==> config.mk <==
export PLATFORM = sky130hd
export DESIGN_NAME = bsg_axil_fifo_master_pipelined
export DESIGN_NICKNAME = d
export VERILOG_FILES = /design/src/rtl/bsg_axil_fifo_master_pipelined.sv
export SDC_FILE = /design/constraint.sdc
export NUM_CORES = 1
export LEC_CHECK = 0
export CORE_AREA = 2 2 155 96
export CTS_CLUSTER_DIAMETER = 200
export DETAILED_ROUTE_END_ITERATION = 8
export DIE_AREA = 0 0 157 98
export MAX_ROUTING_LAYER = met4
export PLACE_DENSITY = 0.95
export SLEW_MARGIN = 0
export SYNTH_ARGS = -nofsm -noshare
export SYNTH_HDL_FRONTEND = slang
export SYNTH_SLANG_ARGS = --single-unit
==> constraint.sdc <==
create_clock -name clk_i -period 9.4 [get_ports clk_i]
set_clock_uncertainty 0.05 [all_clocks]
set_input_delay 2.82 -clock clk_i [delete_from_list [all_inputs] [get_ports clk_i]]
set_output_delay 2.82 -clock clk_i [all_outputs]
set_load 0.005 [all_outputs]
==> src/rtl/bsg_axil_fifo_master_pipelined.sv <==
// Valid/ready-and command stream to AXI4-Lite manager bridge with up to
// outstanding_els_p transactions in flight and strictly in-order R/B return.
module bsg_axil_fifo_master_pipelined #(
  parameter int axil_data_width_p  = 32,
  parameter int axil_addr_width_p  = 32,
  parameter int cmd_els_p          = 2,
  parameter int outstanding_els_p  = 4,
  localparam int axil_mask_width_lp = axil_data_width_p / 8,
  localparam int credit_width_lp    = $clog2(outstanding_els_p + 1)
) (
  input  logic                          clk_i,
  input  logic                          reset_i,

  input  logic [axil_data_width_p-1:0]  data_i,
  input  logic [axil_addr_width_p-1:0]  addr_i,
  input  logic [axil_mask_width_lp-1:0] wmask_i,
  input  logic                          w_i,
  input  logic                          v_i,
  output logic                          ready_and_o,

  output logic [axil_data_width_p-1:0]  data_o,
  output logic [1:0]                    resp_o,
  output logic                          w_o,
  output logic                          v_o,
  input  logic                          ready_and_i,

  output logic [credit_width_lp-1:0]    credits_used_o,

  output logic [axil_addr_width_p-1:0]  m_axil_awaddr_o,
  output logic [2:0]                    m_axil_awprot_o,
  output logic                          m_axil_awvalid_o,
  input  logic                          m_axil_awready_i,

  output logic [axil_data_width_p-1:0]  m_axil_wdata_o,
  output logic [axil_mask_width_lp-1:0] m_axil_wstrb_o,
  output logic                          m_axil_wvalid_o,
  input  logic                          m_axil_wready_i,

  input  logic [1:0]                    m_axil_bresp_i,
  input  logic                          m_axil_bvalid_i,
  output logic                          m_axil_bready_o,

  output logic [axil_addr_width_p-1:0]  m_axil_araddr_o,
  output logic [2:0]                    m_axil_arprot_o,
  output logic                          m_axil_arvalid_o,
  input  logic                          m_axil_arready_i,

  input  logic [axil_data_width_p-1:0]  m_axil_rdata_i,
  input  logic [1:0]                    m_axil_rresp_i,
  input  logic                          m_axil_rvalid_i,
  output logic                          m_axil_rready_o
);

  // Every channel here is valid/ready: a transfer happens on the rising clock
  // edge where both are 1; valid never waits on ready, and once raised it holds
  // with a stable payload until that transfer.

  localparam logic [2:0] prot_dsn_lp = 3'b000;  // data, secure, normal
  localparam int cmd_width_lp = 1 + axil_addr_width_p + axil_data_width_p + axil_mask_width_lp;
  localparam int cmd_ptr_w_lp = $clog2(cmd_els_p);
  localparam int cmd_cnt_w_lp = $clog2(cmd_els_p + 1);
  localparam int ret_ptr_w_lp = (outstanding_els_p > 1) ? $clog2(outstanding_els_p) : 1;

  // ---------------- command FIFO ----------------
  logic [cmd_width_lp-1:0] cmd_mem [cmd_els_p];
  logic [cmd_ptr_w_lp-1:0] cmd_wptr_r, cmd_rptr_r;
  logic [cmd_cnt_w_lp-1:0] cmd_cnt_r;
  logic                    cmd_enq, cmd_deq, cmd_v;

  logic                          cmd_w;
  logic [axil_addr_width_p-1:0]  cmd_addr;
  logic [axil_data_width_p-1:0]  cmd_data;
  logic [axil_mask_width_lp-1:0] cmd_mask;

  function automatic logic [cmd_ptr_w_lp-1:0] cmd_ptr_inc(input logic [cmd_ptr_w_lp-1:0] p);
    return (p == cmd_ptr_w_lp'(cmd_els_p - 1)) ? '0 : p + cmd_ptr_w_lp'(1);
  endfunction

  assign ready_and_o = (cmd_cnt_r != cmd_cnt_w_lp'(cmd_els_p));
  assign cmd_enq     = v_i & ready_and_o;
  assign cmd_v       = (cmd_cnt_r != '0);
  assign {cmd_w, cmd_addr, cmd_data, cmd_mask} = cmd_mem[cmd_rptr_r];

  always_ff @(posedge clk_i) begin
    if (cmd_enq) cmd_mem[cmd_wptr_r] <= {w_i, addr_i, data_i, wmask_i};
  end

  always_ff @(posedge clk_i) begin
    if (reset_i) begin
      cmd_wptr_r <= '0;
      cmd_rptr_r <= '0;
      cmd_cnt_r  <= '0;
    end else begin
      if (cmd_enq) cmd_wptr_r <= cmd_ptr_inc(cmd_wptr_r);
      if (cmd_deq) cmd_rptr_r <= cmd_ptr_inc(cmd_rptr_r);
      if (cmd_enq & ~cmd_deq)      cmd_cnt_r <= cmd_cnt_r + cmd_cnt_w_lp'(1);
      else if (~cmd_enq & cmd_deq) cmd_cnt_r <= cmd_cnt_r - cmd_cnt_w_lp'(1);
    end
  end

  // ---------------- issue ----------------
  logic [credit_width_lp-1:0] credits_r;
  logic issue_ok, aw_sent_r, w_sent_r;
  logic aw_hs, w_hs, ar_hs, aw_done, w_done, wr_deq, ret_pop;

  assign issue_ok = cmd_v & (credits_r < credit_width_lp'(outstanding_els_p));

  assign m_axil_araddr_o  = cmd_addr;
  assign m_axil_arprot_o  = prot_dsn_lp;
  assign m_axil_arvalid_o = issue_ok & ~cmd_w;

  assign m_axil_awaddr_o  = cmd_addr;
  assign m_axil_awprot_o  = prot_dsn_lp;
  assign m_axil_awvalid_o = issue_ok & cmd_w & ~aw_sent_r;

  assign m_axil_wdata_o   = cmd_data;
  assign m_axil_wstrb_o   = cmd_mask;
  assign m_axil_wvalid_o  = issue_ok & cmd_w & ~w_sent_r;

  assign ar_hs   = m_axil_arvalid_o & m_axil_arready_i;
  assign aw_hs   = m_axil_awvalid_o & m_axil_awready_i;
  assign w_hs    = m_axil_wvalid_o  & m_axil_wready_i;
  assign aw_done = aw_sent_r | aw_hs;
  assign w_done  = w_sent_r  | w_hs;
  assign wr_deq  = issue_ok & cmd_w & aw_done & w_done;
  assign cmd_deq = ar_hs | wr_deq;

  // The head write cannot lose issue_ok while half-sent: credits only fall
  // until it dequeues, so the held AW/W valids stay up.
  always_ff @(posedge clk_i) begin
    if (reset_i) begin
      aw_sent_r <= 1'b0;
      w_sent_r  <= 1'b0;
    end else if (wr_deq) begin
      aw_sent_r <= 1'b0;
      w_sent_r  <= 1'b0;
    end else begin
      if (aw_hs) aw_sent_r <= 1'b1;
      if (w_hs)  w_sent_r  <= 1'b1;
    end
  end

  // ---------------- return-order FIFO and credits ----------------
  logic                    ret_mem [outstanding_els_p];
  logic [ret_ptr_w_lp-1:0] ret_wptr_r, ret_rptr_r;
  logic                    head_w, head_v;

  function automatic logic [ret_ptr_w_lp-1:0] ret_ptr_inc(input logic [ret_ptr_w_lp-1:0] p);
    return (p == ret_ptr_w_lp'(outstanding_els_p - 1)) ? '0 : p + ret_ptr_w_lp'(1);
  endfunction

  assign head_w = ret_mem[ret_rptr_r];
  assign head_v = (credits_r != '0);

  always_ff @(posedge clk_i) begin
    if (cmd_deq) ret_mem[ret_wptr_r] <= cmd_w;
  end

  always_ff @(posedge clk_i) begin
    if (reset_i) begin
      ret_wptr_r <= '0;
      ret_rptr_r <= '0;
      credits_r  <= '0;
    end else begin
      if (cmd_deq) ret_wptr_r <= ret_ptr_inc(ret_wptr_r);
      if (ret_pop) ret_rptr_r <= ret_ptr_inc(ret_rptr_r);
      if (cmd_deq & ~ret_pop)      credits_r <= credits_r + credit_width_lp'(1);
      else if (~cmd_deq & ret_pop) credits_r <= credits_r - credit_width_lp'(1);
    end
  end

  assign credits_used_o = credits_r;

  // ---------------- response path ----------------
  assign v_o     = head_v & (head_w ? m_axil_bvalid_i : m_axil_rvalid_i);
  assign data_o  = head_w ? '0 : m_axil_rdata_i;
  assign resp_o  = head_w ? m_axil_bresp_i : m_axil_rresp_i;
  assign w_o     = head_w;
  assign ret_pop = v_o & ready_and_i;

  assign m_axil_bready_o = head_v &  head_w & ready_and_i;
  assign m_axil_rready_o = head_v & ~head_w & ready_and_i;

endmodule

# Word level (Yosys, flattened, before mapping)
# Memory sizes are Yosys's and may differ from the RTL's. A register that Yosys moved wholly into a read port is not among the register bits.
# Index checks and enable logic that the tools add are counted.
# W data, S select, Z words.
classes:
  add_sub_neg: 8
  n_lt_le_gt_ge: 1
  n_eq_ne: 3
  muxes: 19
  n_bitwise: 31
  reduce_logical: 5
ops:
  columns: ["cell", "count"]
  rows:
  - ["$mux W32", 1]
  - ["$and A1 B1 Y1", 21]
  - ["$mux W2", 7]
  - ["$mux W1", 9]
  - ["$not A1 Y1", 7]
  - ["$add A2 B1 Y2 const B", 3]
  - ["$mux W3", 2]
  - ["$reduce_bool A2 Y1", 3]
  - ["$eq A2 B2 Y1 const B", 2]
  - ["$add A3 B1 Y3 const B", 1]
  - ["$lt A3 B3 Y1 const B", 1]
  - ["$or A1 B1 Y1", 3]
  - ["$reduce_bool A3 Y1", 1]
  - ["$sub A3 B1 Y3 const B", 1]
  - ["$add A1 B1 Y1 const B", 2]
  - ["$ne A2 B2 Y1 const B", 1]
  - ["$reduce_or A2 Y1", 1]
  - ["$sub A2 B1 Y2 const B", 1]
word_totals:
  ff_bits: 13
  mem_bits_rw: 142
  in_bits: 114
  out_inout_bits: 151
  elab_cells: 77
  mem_count: 2
memory_table:
  columns: ["memory", "words", "word_bits", "rd", "rd_ports_with_merged_regs", "write_ports", "line", "text"]
  rows:
  - ["cmd_mem", 2, 69, 1, 1, 1, "65", "logic [cmd_width_lp-1:0] cmd_mem [cmd_els_p];"]
  - ["ret_mem", 4, 1, 1, 1, 1, "144", "logic ret_mem [outstanding_els_p];"]

# Longest topological paths before layout
logic_depth:
  depth_word: 13
  mapped_depth: 10
  ltp_nobuf: 9

# Least setup slack after synthesis
# OpenSTA, ideal clock, no wires.
synth_path:
  path_kind: "input port to flip-flop"
  start: "input port v_i"
  end: "memory cmd_mem[0][0] (netlist name), enable pin"
  setup_time_ns: 0.496
  t_arrival_ns: 5.789
  required_time_ns: 8.854
  slack_ns: 3.064
  stages: 2
  path_buffers: 0
  path_cell_list: "nand2_1 -> nor2_1"
synth_via:
  elab_chain_cells: 3
synth_lines:
  columns: ["item", "line", "text"]
  rows:
  - ["start: declaration", "18", "input logic v_i,"]
  - ["$and A1 B1 Y1", "80", "assign cmd_enq = v_i & ready_and_o;"]
  - ["$mux W1", "85", "if (cmd_enq) cmd_mem[cmd_wptr_r] <= {w_i, addr_i, data_i, wmask_i};"]
  - ["$mux W1 (not written as such)", "85", null]
  - ["end: declaration", "65", null]
# Every way passes these cells.

# Worst setup path after layout
layout_path:
  start: "input port ready_and_i"
  end: "output port m_axil_bready_o"
layout_via:
  elab_chain_cells: 1
layout_lines:
  columns: ["item", "line", "text"]
  rows:
  - ["start: declaration", "25", "input logic ready_and_i,"]
  - ["$and A1 B1 Y1", "181", "assign m_axil_bready_o = head_v & head_w & ready_and_i;"]
  - ["end: declaration", "41", "output logic m_axil_bready_o,"]
# Every way passes these cells.

==> flow_summary.yaml <==
place:
  routabilityCongestion: 0.8418
  io_buffers: 258
  dp_hpwl_mm: 10.67
logic_synthesis:
  syn_area_um2: 6475
  avgSynthCellArea_um2: 16.48
  ys_warn_count: 0
  synth_cell_type_count: 31
  synth_area_leader_cell: "edfxtp_1"
  yosysTopAreaCellShare_pct: 65.86
  synthTopCellsByArea: "edfxtp_1 (66%), mux2_2 (12%), dfxtp_1 (4.9%)"
  synthCells: 393
  ys_seq_area_share_pct: 70.80
  synth_seq_cells: 158
detailed_routing:
  antenna_left: 0
  viasPerCell: 4.890
  drt_pass1_iterations: 5
  drc_errors: 0
  wl_per_cell_um: 17.96
  drt_iter0_markers: 221
  vias: 4088
  wl_mm: 15.01
sta:
  tns_ps: 0
  hold_violations: 0
  fin_crit_ps: 7041
  setup_violations: 0
  period_share_pct: 74.91
  slew_viol_final: 0
  holdWs_ps: 462.1
  rsz0062_at_grt: "no"
  fmax_mhz: 142.0
  slew_headroom_pct: 32.88
  worst_pin_slew_ps: 1007
clock_tree:
  cts_setup_buffers: 0
  clk_path_buf_depth: 2
  insertion_delay_ps: 410
  h-tree-depth: 4
  cts-resized-gates: 0
  path_clk_slew_ps: 60
  cts_buffers: 17
  cts_root_buf: "clkbuf_16"
  tritoncts: "done"
  clock_sinks: 158
  cts_hold_buf: 0
setup_path:
  cp-end-kind: "output port"
  worstPathArrival_ps: 4170
  crit_fanout: 5
  path_class: "in -> out"
  cp-start-kind: "input port"
  cp.required_ps: 6530
floorplanning:
  die_area_um2: 15390
  start_util_pct: 45.98
  pin_count: 265
  dieHeight_um: 98
  core_area_um2: 14080
  dieWidth_um: 157
  rows: 34
power:
  ir_drop_uv: 152.1
  power_leakage_nw: 3.355
  power.density_nw_per_um2: 260.1
status:
  status: "completed"
global_routing:
  grt.total_usage_pct: 19.94
  grt_util_met1_pct: 22.44
  grt_pass1_vias: 4290
  use_met2_pct: 33.23
  grt_overflow_total: 0
  grt_max_degree: 70
  grtUsageMet3_pct: 6.924
  grt_pass1_wl_mm: 22.47
  grt_busiest_layer: "met2"
  antenna_found_initial: 0
layout:
  layout-drive-gt1-share_pct: 17.08
  final_cell_mix: "clkdlybuf4s50_1 (258), edfxtp_1 (142), mux2_2 (71), nor2b_1 (32), clkbuf_16 (17)"
  nets: 747
  final_common_cell: "clkdlybuf4s50_1"
  fin_util_pct: 68.10
  n_antenna_cell: 0
  area_delta_synth_final_pct: 48.10
min_path:
  hold_path_class: "reg -> reg"
flow_run:
  cap_violations: 0
-- final cells by class --
cell class	count	area, um2
sequential	158	4588
fill	936	4492
timing repair buffer	259	2590
multi-input combinational	182	1551
clock buffer	19	432.9
tap	198	247.7
clock inverter	13	152.6
inverter	7	26.28
-- metal layers --
| layer | routed length, um | up-vias |
|---|---|---|
| li1 | - | 1869 |
| met1 | 6054 | 1985 |
| met2 | 7433 | 210 |
| met3 | 1183 | 24 |
| met4 | 339 | 0 |
| met5 | 0 | - |
-- synthesized netlist by cell type, drive strengths merged --
library cell,instances
or4,2
mux2,73
nand2b,1
and2,2
o21bai,2
and3,5
nor2b,32
mux4,1
mux2i,3
xor2,5
o22ai,1
nor2,13
o21ba,1
buf,41
inv,7
o21ai,7
o31ai,1
edfxtp,142
a21oi,10
ha,7
or3,3
nand3,2
nor3,1
clkbuf,10
fa,1
nand2,3
dfxtp,16
conb,1
-- final timing paths --
path              slack (ps)         from  cells past startpoint           endpoint
hold / removal           460   cmd_rptr_r                      2           register
setup reg to reg        6070     register                      9  credits_used_o[2]
setup / recovery        2360  ready_and_i                      5    m_axil_bready_o
hold reg to reg          460   cmd_rptr_r                      2           register
-- critical path, stage by stage --
cell and delay, ps:
clkdlybuf4s50_1 460, o31ai_1 120, inv_1 120, and2_1 140, clkdlybuf4s50_1 510
-- kinds of logic (layout without fill, tap and decap cells) --
| logic type | Yosys count | count (layout) | share of synthesized area (%) |
|---|---|---|---|
| flip-flops | 158 | 158 | 70.80 |
| multiplexers | 77 | 77 | 13.62 |
| AND/OR/NAND/NOR | 64 | 64 | 5.546 |
| buffers and inverters | 58 | 298 | 5.720 |
| AO/OA/AOI/OAI | 22 | 22 | 1.913 |
| adder cells (fa/ha/maj) | 8 | 8 | 1.662 |
| XOR/XNOR | 5 | 5 | 0.6763 |
| other | 1 | 6 | 0.05792 |
-- stage by stage --
stage          total power [mW]  cell area (um2)  cells  setup slack (ps)
6_report                  2.494             9589    836              2359
3_5_place_dp              1.841             9004    804              2354
4_1_cts                   2.521             9589    836              2357
2_1_floorplan             1.385             6494    398              3064
3_3_place_gp              1.811             9004    804              2375
5_1_grt                   2.611             9589    836              2272
-- sequential cells by signal, indices dropped and copies added (netlist names), named ones only --
name / cells
ret_rptr_r: 2
ret_wptr_r: 2
cmd_mem: 138
credits_used_o: 3
w_sent_r: 1
cmd_wptr_r: 1
ret_mem: 4
cmd_rptr_r: 1
cmd_cnt_r: 2
aw_sent_r: 1
-- report_power, final --
group	internal, mW	switching, mW	leakage (nW)
clock network	0.378	0.293	0.287
registers	0.908	0.0818	1.46
logic	0.527	0.307	1.61
total	1.81	0.682	3.35
Power figures use the tool's default switching activity.
